===== config.mk =====
export PLATFORM = sky130hd
export DESIGN_NAME = prg_fetch
export DESIGN_NICKNAME = d
export VERILOG_FILES = /design/src/rtl/prg_fetch.sv
export SDC_FILE = /design/constraint.sdc
export NUM_CORES = 1
export LEC_CHECK = 0
export CAP_MARGIN = 20
export CELL_PAD_IN_SITES_DETAIL_PLACEMENT = 0
export CELL_PAD_IN_SITES_GLOBAL_PLACEMENT = 1
export CORE_MARGIN = 1.5
export CORE_UTILIZATION = 30
export CTS_CLUSTER_DIAMETER = 120
export CTS_CLUSTER_SIZE = 28
export DETAILED_ROUTE_END_ITERATION = 8
export PLACE_DENSITY_LB_ADDON = 0.08
export SLEW_MARGIN = 20
export SYNTH_ARGS = -nofsm -noshare
export SYNTH_HDL_FRONTEND = slang
export SYNTH_SLANG_ARGS = --single-unit

===== constraint.sdc =====
create_clock -name clock -period 3.17 [get_ports clock]
set_input_delay 0.317 -clock clock [delete_from_list [all_inputs] [get_ports clock]]
set_output_delay 0.317 -clock clock [all_outputs]
set_load 0.01 [all_outputs]

===== src/rtl/prg_fetch.sv =====
// Sequential fetch client for the single-port program memory.
// It walks START_ADDR..END_ADDR and streams {addr, word} through a 2-entry buffer.
module prg_fetch #(
    parameter int unsigned RAM_WIDTH     = 32,
    parameter int unsigned RAM_ADDR_BITS = 9,
    parameter int unsigned START_ADDR    = 0,
    parameter int unsigned END_ADDR      = 8
) (
    input  logic                     clock,
    input  logic                     reset_n,
    input  logic                     start,
    input  logic                     redirect_valid,
    input  logic [RAM_ADDR_BITS-1:0] redirect_addr,
    output logic                     mem_enable,
    output logic                     mem_write_enable,
    output logic [RAM_ADDR_BITS-1:0] mem_address,
    output logic [RAM_WIDTH-1:0]     mem_in_data,
    input  logic [RAM_WIDTH-1:0]     mem_out_data,
    output logic                     instr_valid,
    input  logic                     instr_ready,
    output logic [RAM_WIDTH-1:0]     instr_data,
    output logic [RAM_ADDR_BITS-1:0] instr_addr,
    output logic                     busy,
    output logic                     done
);

    localparam logic [RAM_ADDR_BITS-1:0] START_A = RAM_ADDR_BITS'(START_ADDR);
    localparam logic [RAM_ADDR_BITS-1:0] END_A   = RAM_ADDR_BITS'(END_ADDR);

    typedef enum logic [1:0] {
        S_IDLE,
        S_FETCH,
        S_DRAIN
    } state_e;

    typedef struct packed {
        logic [RAM_ADDR_BITS-1:0] addr;
        logic [RAM_WIDTH-1:0]     data;
    } entry_t;

    state_e                   state_q, state_d;
    logic [RAM_ADDR_BITS-1:0] pc_q, pc_d;
    logic [RAM_ADDR_BITS-1:0] tag_q, tag_d;
    logic                     inflight_q, inflight_d;
    logic [1:0]               count_q, count_d;
    entry_t                   buf0_q, buf0_d;
    entry_t                   buf1_q, buf1_d;

    logic                     redirect;
    logic                     bypass;
    logic                     pop;
    logic                     push;
    logic                     issue;
    logic [2:0]               occ;
    entry_t                   in_entry;
    entry_t                   head;

    // Stream and buffer. The word arriving from memory is presented directly
    // when the buffer is empty, which is what gives the two-cycle start latency.
    always_comb begin
        // NOTE: every signal gets a default first so no path can infer a latch.
        redirect    = redirect_valid && (state_q != S_IDLE);
        in_entry    = '{addr: tag_q, data: mem_out_data};
        bypass      = inflight_q && (count_q == 2'd0);
        head        = bypass ? in_entry : buf0_q;
        instr_valid = inflight_q || (count_q != 2'd0);
        instr_data  = head.data;
        instr_addr  = head.addr;
        pop         = instr_valid && instr_ready;
        occ         = {1'b0, count_q} + {2'b00, inflight_q} - {2'b00, pop};
        issue       = (state_q == S_FETCH) && !redirect && (occ < 3'd2);
        push        = inflight_q && !redirect && !(pop && bypass);

        mem_enable       = issue;
        mem_address      = issue ? pc_q : '0;
        mem_write_enable = 1'b0;
        mem_in_data      = '0;

        inflight_d = issue;
        tag_d      = issue ? pc_q : tag_q;

        buf0_d  = buf0_q;
        buf1_d  = buf1_q;
        count_d = count_q;
        if (redirect) begin
            count_d = 2'd0;
        end else if (pop && !bypass) begin
            buf0_d = buf1_q;
            if (push) begin
                if (count_q == 2'd1) buf0_d = in_entry;
                else                 buf1_d = in_entry;
            end
            count_d = count_q - 2'd1 + {1'b0, push};
        end else if (push) begin
            if (count_q == 2'd0) buf0_d = in_entry;
            else                 buf1_d = in_entry;
            count_d = count_q + 2'd1;
        end
    end

    // Run control; a redirect overrides both issue and completion.
    always_comb begin
        state_d = state_q;
        pc_d    = pc_q;
        done    = 1'b0;
        busy    = (state_q == S_FETCH) || (state_q == S_DRAIN);
        unique case (state_q)
            S_IDLE: begin
                if (start) begin
                    pc_d    = START_A;
                    state_d = S_FETCH;
                end
            end
            S_FETCH, S_DRAIN: begin
                if (redirect) begin
                    pc_d    = redirect_addr;
                    state_d = (redirect_addr > END_A) ? S_DRAIN : S_FETCH;
                end else if (state_q == S_FETCH) begin
                    if (issue) begin
                        pc_d = pc_q + RAM_ADDR_BITS'(1);
                        if (pc_q == END_A) state_d = S_DRAIN;
                    end
                end else if (!inflight_q && (count_q == 2'd0)) begin
                    done    = 1'b1;
                    state_d = S_IDLE;
                end
            end
            default: state_d = S_IDLE;
        endcase
    end

    // NOTE: the two buffer entries are reset too, so instr_data/instr_addr read 0 out of reset.
    always_ff @(posedge clock or negedge reset_n) begin
        if (!reset_n) begin
            state_q    <= S_IDLE;
            pc_q       <= '0;
            tag_q      <= '0;
            inflight_q <= 1'b0;
            count_q    <= 2'd0;
            buf0_q     <= '0;
            buf1_q     <= '0;
        end else begin
            // NOTE: non-blocking updates so every flop samples pre-edge values.
            state_q    <= state_d;
            pc_q       <= pc_d;
            tag_q      <= tag_d;
            inflight_q <= inflight_d;
            count_q    <= count_d;
            buf0_q     <= buf0_d;
            buf1_q     <= buf1_d;
        end
    end

endmodule


Word-level counts from Yosys, hierarchy flattened:

Index checks and enable logic that the tools add are counted.

* flip-flop bits (word level): 105
* bits in latches: 0
* memory bits (writable): 0
* ROM bits: 0
* input port bits: 46
* output and inout port bits: 87
* memories kept: 0

* $add $sub $neg: 6
* $mul: 0
* div/mod/pow operators: 0
* order comparisons: 2
* eq/ne operators: 12
* shifts and indexed selects: 0
* multiplexer cells: 32
* bitwise gates (word level): 1
* reduce and logical (&&, ||, !) cells: 29

Operator list (count)
* $mux W41: 11
* $mux W9: 5
* $mux W2: 10
* $pmux W9 S2: 1
* $ne A4 B4 Y1 const B: 3
* $reduce_and A4 Y1: 3
* $logic_and A1 B1 Y1: 10
* $reduce_bool A2 Y1: 5
* $add A9 B1 Y9 const B: 1
* $eq A9 B4 Y1 const B: 1
* $gt A9 B4 Y1 const B: 1
* $ne A2 B2 Y1 const B: 3
* $ne A3 B3 Y1 const B: 2
* $eq A2 B1 Y1 const B: 2
* $logic_not A1 Y1: 4
* $logic_not A2 Y1: 2
* $mux W1: 4
* $pmux W2 S2: 1
* $add A2 B1 Y3: 1
* $lt A3 B2 Y1 const B: 1
* $reduce_and A3 Y1: 1
* $reduce_bool A3 Y1: 1
* $sub A3 B1 Y3: 1
* $add A2 B1 Y2: 1
* 6 further kinds: 7

Longest topological paths before layout:

* word-level depth: 10
* gate-level depth with buffers: 12
* mapped depth without buffers: 11

Worst setup path before layout:

No wires, ideal clock.

* path kind: register -> output
* from: reg count_q[1]
* to: out mem_address[0]
* arrival time: 2.897 ns
* data required time: 2.853 ns
* slack: -0.044 ns
* cell stages (with the launch flop): 12
* buffers on the path: 1
* path through: dfrtp_1 > inv_1 > ha_1 > nand2b_1 > and2_1 > ha_1 > nand2b_1 > fa_1 > xnor2_1 > and4_1 > clkbuf_1 > and2_1

* cells in the longest elaborated chain, start to end: 7
* elaborated cells on any way between the ends: 8

RTL lines
* start, declared: RTL line 45 `logic [1:0] count_q, count_d;`
* start signal, assigned: RTL line 148 `count_q <= count_d;`
* $reduce_bool A2 Y1: RTL line 66 `instr_valid = inflight_q || (count_q != 2'd0);`
* $logic_or A1 B1 Y1: RTL line 66
* named net instr_valid: RTL line 19 `output logic instr_valid,`
* $logic_and A1 B1 Y1: RTL line 69 `pop = instr_valid && instr_ready;`
* $sub A3 B1 Y3: RTL line 70 `occ = {1'b0, count_q} + {2'b00, inflight_q} - {2'b00, pop};`
* $lt A3 B2 Y1: RTL line 71 `issue = (state_q == S_FETCH) && !redirect && (occ < 3'd2);`
* $logic_and A1 B1 Y1: RTL line 71
* named net mem_enable: RTL line 14 `output logic mem_enable,`
* $mux W9: RTL line 75 `mem_address = issue ? pc_q : '0;`
* end, declared: RTL line 16 `output logic [RAM_ADDR_BITS-1:0] mem_address,`

The timed path passes the listed nets, and every way through them passes these cells.

Worst setup path after layout:

* from: reg count_q[1]
* to: out mem_address[6]

* cells in the longest elaborated chain, start to end: 7
* elaborated cells on any way between the ends: 8

RTL lines (RTL line)
* branches (longest 3 deep; another with $add A2 B1 Y3)
* $sub A3 B1 Y3 (*): 70
* $lt A3 B2 Y1 (*): 71
* $logic_and A1 B1 Y1 (*): 71
* $mux W9 (*): 75

Every way passes the cells marked *.

==> flow_summary.yaml <==
grt:
  grtUsageTotal: 0.1435
  gr-total-overflow: 0
  antenna_found_initial: 0
  grt_first_pass_wirelength_um: 22430
  grt_pass1_vias: 4184
  grt_max_degree: 83
place:
  pre_cts_ws_ns: -0.1550
  dpl.cell_count: 835
  port_buffers: 99
  dp_hpwl_um: 8993
  gp_congestion: 0.7855
routing:
  drt-initial-drc-count: 148
  drc_errors: 0
  wirelength_um: 13910
  ant_nets: 0
  vias_per_cell: 4.789
  dr.pass1.iters: 4
  wl_per_cell_um: 16.25
  vias: 4099
floorplanning:
  rows: 50
  initial_core_util: 0.3066
  die-area_um2: 19960
  fp.dieH_um: 141.3
  fp.dieW_um: 141.3
  core_um2: 18710
  ios: 133
power:
  powerDensity_nw_per_um2: 993.3
  power_mw: 7.338
  leakage_nw: 3.175
  ir_worst_vdd_mv: 0.4586
setup_path:
  crit_required_ns: 2.85
  cp-start-kind: "flip-flop"
  critPathMaxFanout: 4
  crit_type: "reg2out"
  r2r_setup_slack_ns: 0.38
  r2r-end: "pc_q[5]"
  r2r-start: "count_q[1]"
  critical_path_arrival_ns: 2.74
  reg2regPathDepth: 12
  end_kind: "primary output"
logic_synthesis:
  synth_cells: 511
  syn_area_per_cell_um2: 11.22
  ys_warn_count: 0
  yosysTopAreaCell: "dfrtp_1"
  synth_ff_type: "dfrtp_1"
  synth.most_common_cell: "dfrtp_1"
  ys_types: 53
  async_reset_ff_frac: 1.000
  synth_area_um2: 5736
  seq_area_frac_synth: 0.4581
  synth_area_leaders: "dfrtp_1 (46%), mux2_2 (13%), mux2i_1 (7.9%)"
  synthTopCellsByCount: "dfrtp_1 (105), mux2_2 (64), a21oi_1 (51)"
  synth_edf_count: 0
  synth-seq-cells: 105
  synth_top_area_share: 0.4581
timing:
  slew_viol_final: 0
  setup_viol: 0
  period_minus_slack_ns: 3.061
  slew_headroom: 0.5598
  layout_setup_ws_ns: 0.1090
  fin_crit_sh: 0.9656
  worst_slew_pin_slew_ns: 0.6603
  finClkSkew_ns: 0.01124
  max_freq_ghz: 0.3267
  finalHoldViolations: 3
  whs_ns: -0.007692
layout:
  multi_input_area_um2: 2863
  drive_gt1_frac: 0.2331
  fill_cells: 1762
  finish.net_count: 673
  stdcell_count: 856
  diodes: 0
  syn2layout_area_growth_pct: 28.80
  seq_area_um2: 2628
clock_network:
  clkSinkCount: 105
  cts_tree: "built"
  ctsHoldBuffers: 0
  cts_made_buffers: 9
  h-tree-depth: 3
  root_buffer: "clkbuf_16"
  cts_max_path_buffers: 2
  clk_latency_ns: 0.35
  cts.clk_slew.worst_paths_ns: 0.07
flow_run:
  max_cap_viol_count: 0
run_status:
  violations: "negative hold slack"
  status: "complete, but fails checks"
min_path:
  hold_path_class: "in2async"
==> repair_timing <==
| item | in CTS | in global routing |
|---|---|---|
| pin swaps | 1 | 4 |
| setup endpoints to repair | 10 | 10 |
| setup buffers | 1 | 3 |
| gates resized for setup | 48 | 19 |
| gates cloned | 1 | 0 |
==> cells in the final DEF (no fill, tap or decap), drive strengths merged, types with 4 or more instances in the layout <==
cell type	n
a21oi	52
and2	11
buf	39
clkbuf	10
clkdlybuf4s50	88
conb	33
dfrtp	105
ha	9
inv	14
mux2	92
mux2i	45
nand2	8
nand2b	4
nand3	5
nor2	47
nor4	6
o221ai	4
o22ai	4
==> metrics by stage <==
| step | instance area [µm²] | util | setup TNS (ns) | hold slack, ns |
|---|---|---|---|---|
| after global placement | 6985 | 0.3734 | -1.174 | 0.4009 |
| after detailed placement | 6985 | 0.3734 | -1.371 | 0.4051 |
| after CTS | 7276 | 0.3890 | 0 | 0.02599 |
| after floorplan | 5857 | - | 0 | 0.02141 |
| after global routing | 7387 | 0.3949 | -0.005973 | 0.04882 |
| final | 7387 | 0.3949 | 0 | -0.007692 |
==> cell families after synthesis <==
logic type                 Yosys count  share of synthesized area
buffers and inverters               77                    0.08006
DFF                                105                     0.4581
AOI/OAI and AO/OA                   77                    0.08355
muxes                              137                     0.2592
and+or+nand+nor                    101                    0.09075
adders and majority gates           10                    0.02312
other                                1                  0.0006538
xor gates and xnor gates             3                   0.004582
==> final cells by class <==
class                      count  share of cell area
clock inverter                 6            0.008977
inverter                      13            0.006606
multi-input combinational    361              0.3875
timing repair buffer         127              0.1706
sequential                   105              0.3557
clock buffer                  10             0.03100
tap                          234             0.03963
==> power breakdown <==
part / leakage (nW) / internal [mW] / total [mW] / switching (mW)
clock network: 0.135 / 0.615 / 1.13 / 0.520
logic: 1.75 / 2.08 / 3.83 / 1.75
registers: 1.29 / 1.97 / 2.38 / 0.407
==> state kept, by name, summed over array words and instances (netlist names) <==
name        flops
buf0_q         41
buf1_q         41
count_q         2
inflight_q      1
pc_q            9
state_q         2
tag_q           9
==> worst max-delay path: stages, from the launching register on <==
cell and delay (ns):
dfrtp_1 0.39, inv_2 0.08, ha_4 0.15, nand2b_4 0.05, and2_4 0.16, ha_4 0.20, nand2b_4 0.14, fa_2 0.40
xnor2_2 0.18, and4_4 0.29, buf_6 0.12, and2_1 0.12, buf_2 0.13
==> routing by layer <==
metal  track usage  part of all wire  vias up  wire length, µm
li1              -                 -     1971                -
met3       0.02092             0.036       13              504
met4       0.05099             0.014        0              199
met2        0.2361              0.49       96             6806
met5             0                 0        -                0
met1        0.1928              0.46     2019             6401
==> how the worst max path moves through the flow <==
| stage | start | slack (ns) | end |
|---|---|---|---|
| CTS | count_q[0] | 0.003 | mem_enable |
| detailed placement | instr_ready | -0.16 | mem_address[7] |
| global placement | instr_ready | -0.13 | mem_address[3] |
| finish | count_q[1] | 0.11 | mem_address[6] |
| global route | count_q[1] | -0.005 | mem_address[6] |
| floorplan | count_q[1] | 0.07 | mem_address[0] |
(Power assumes the default switching activity.)
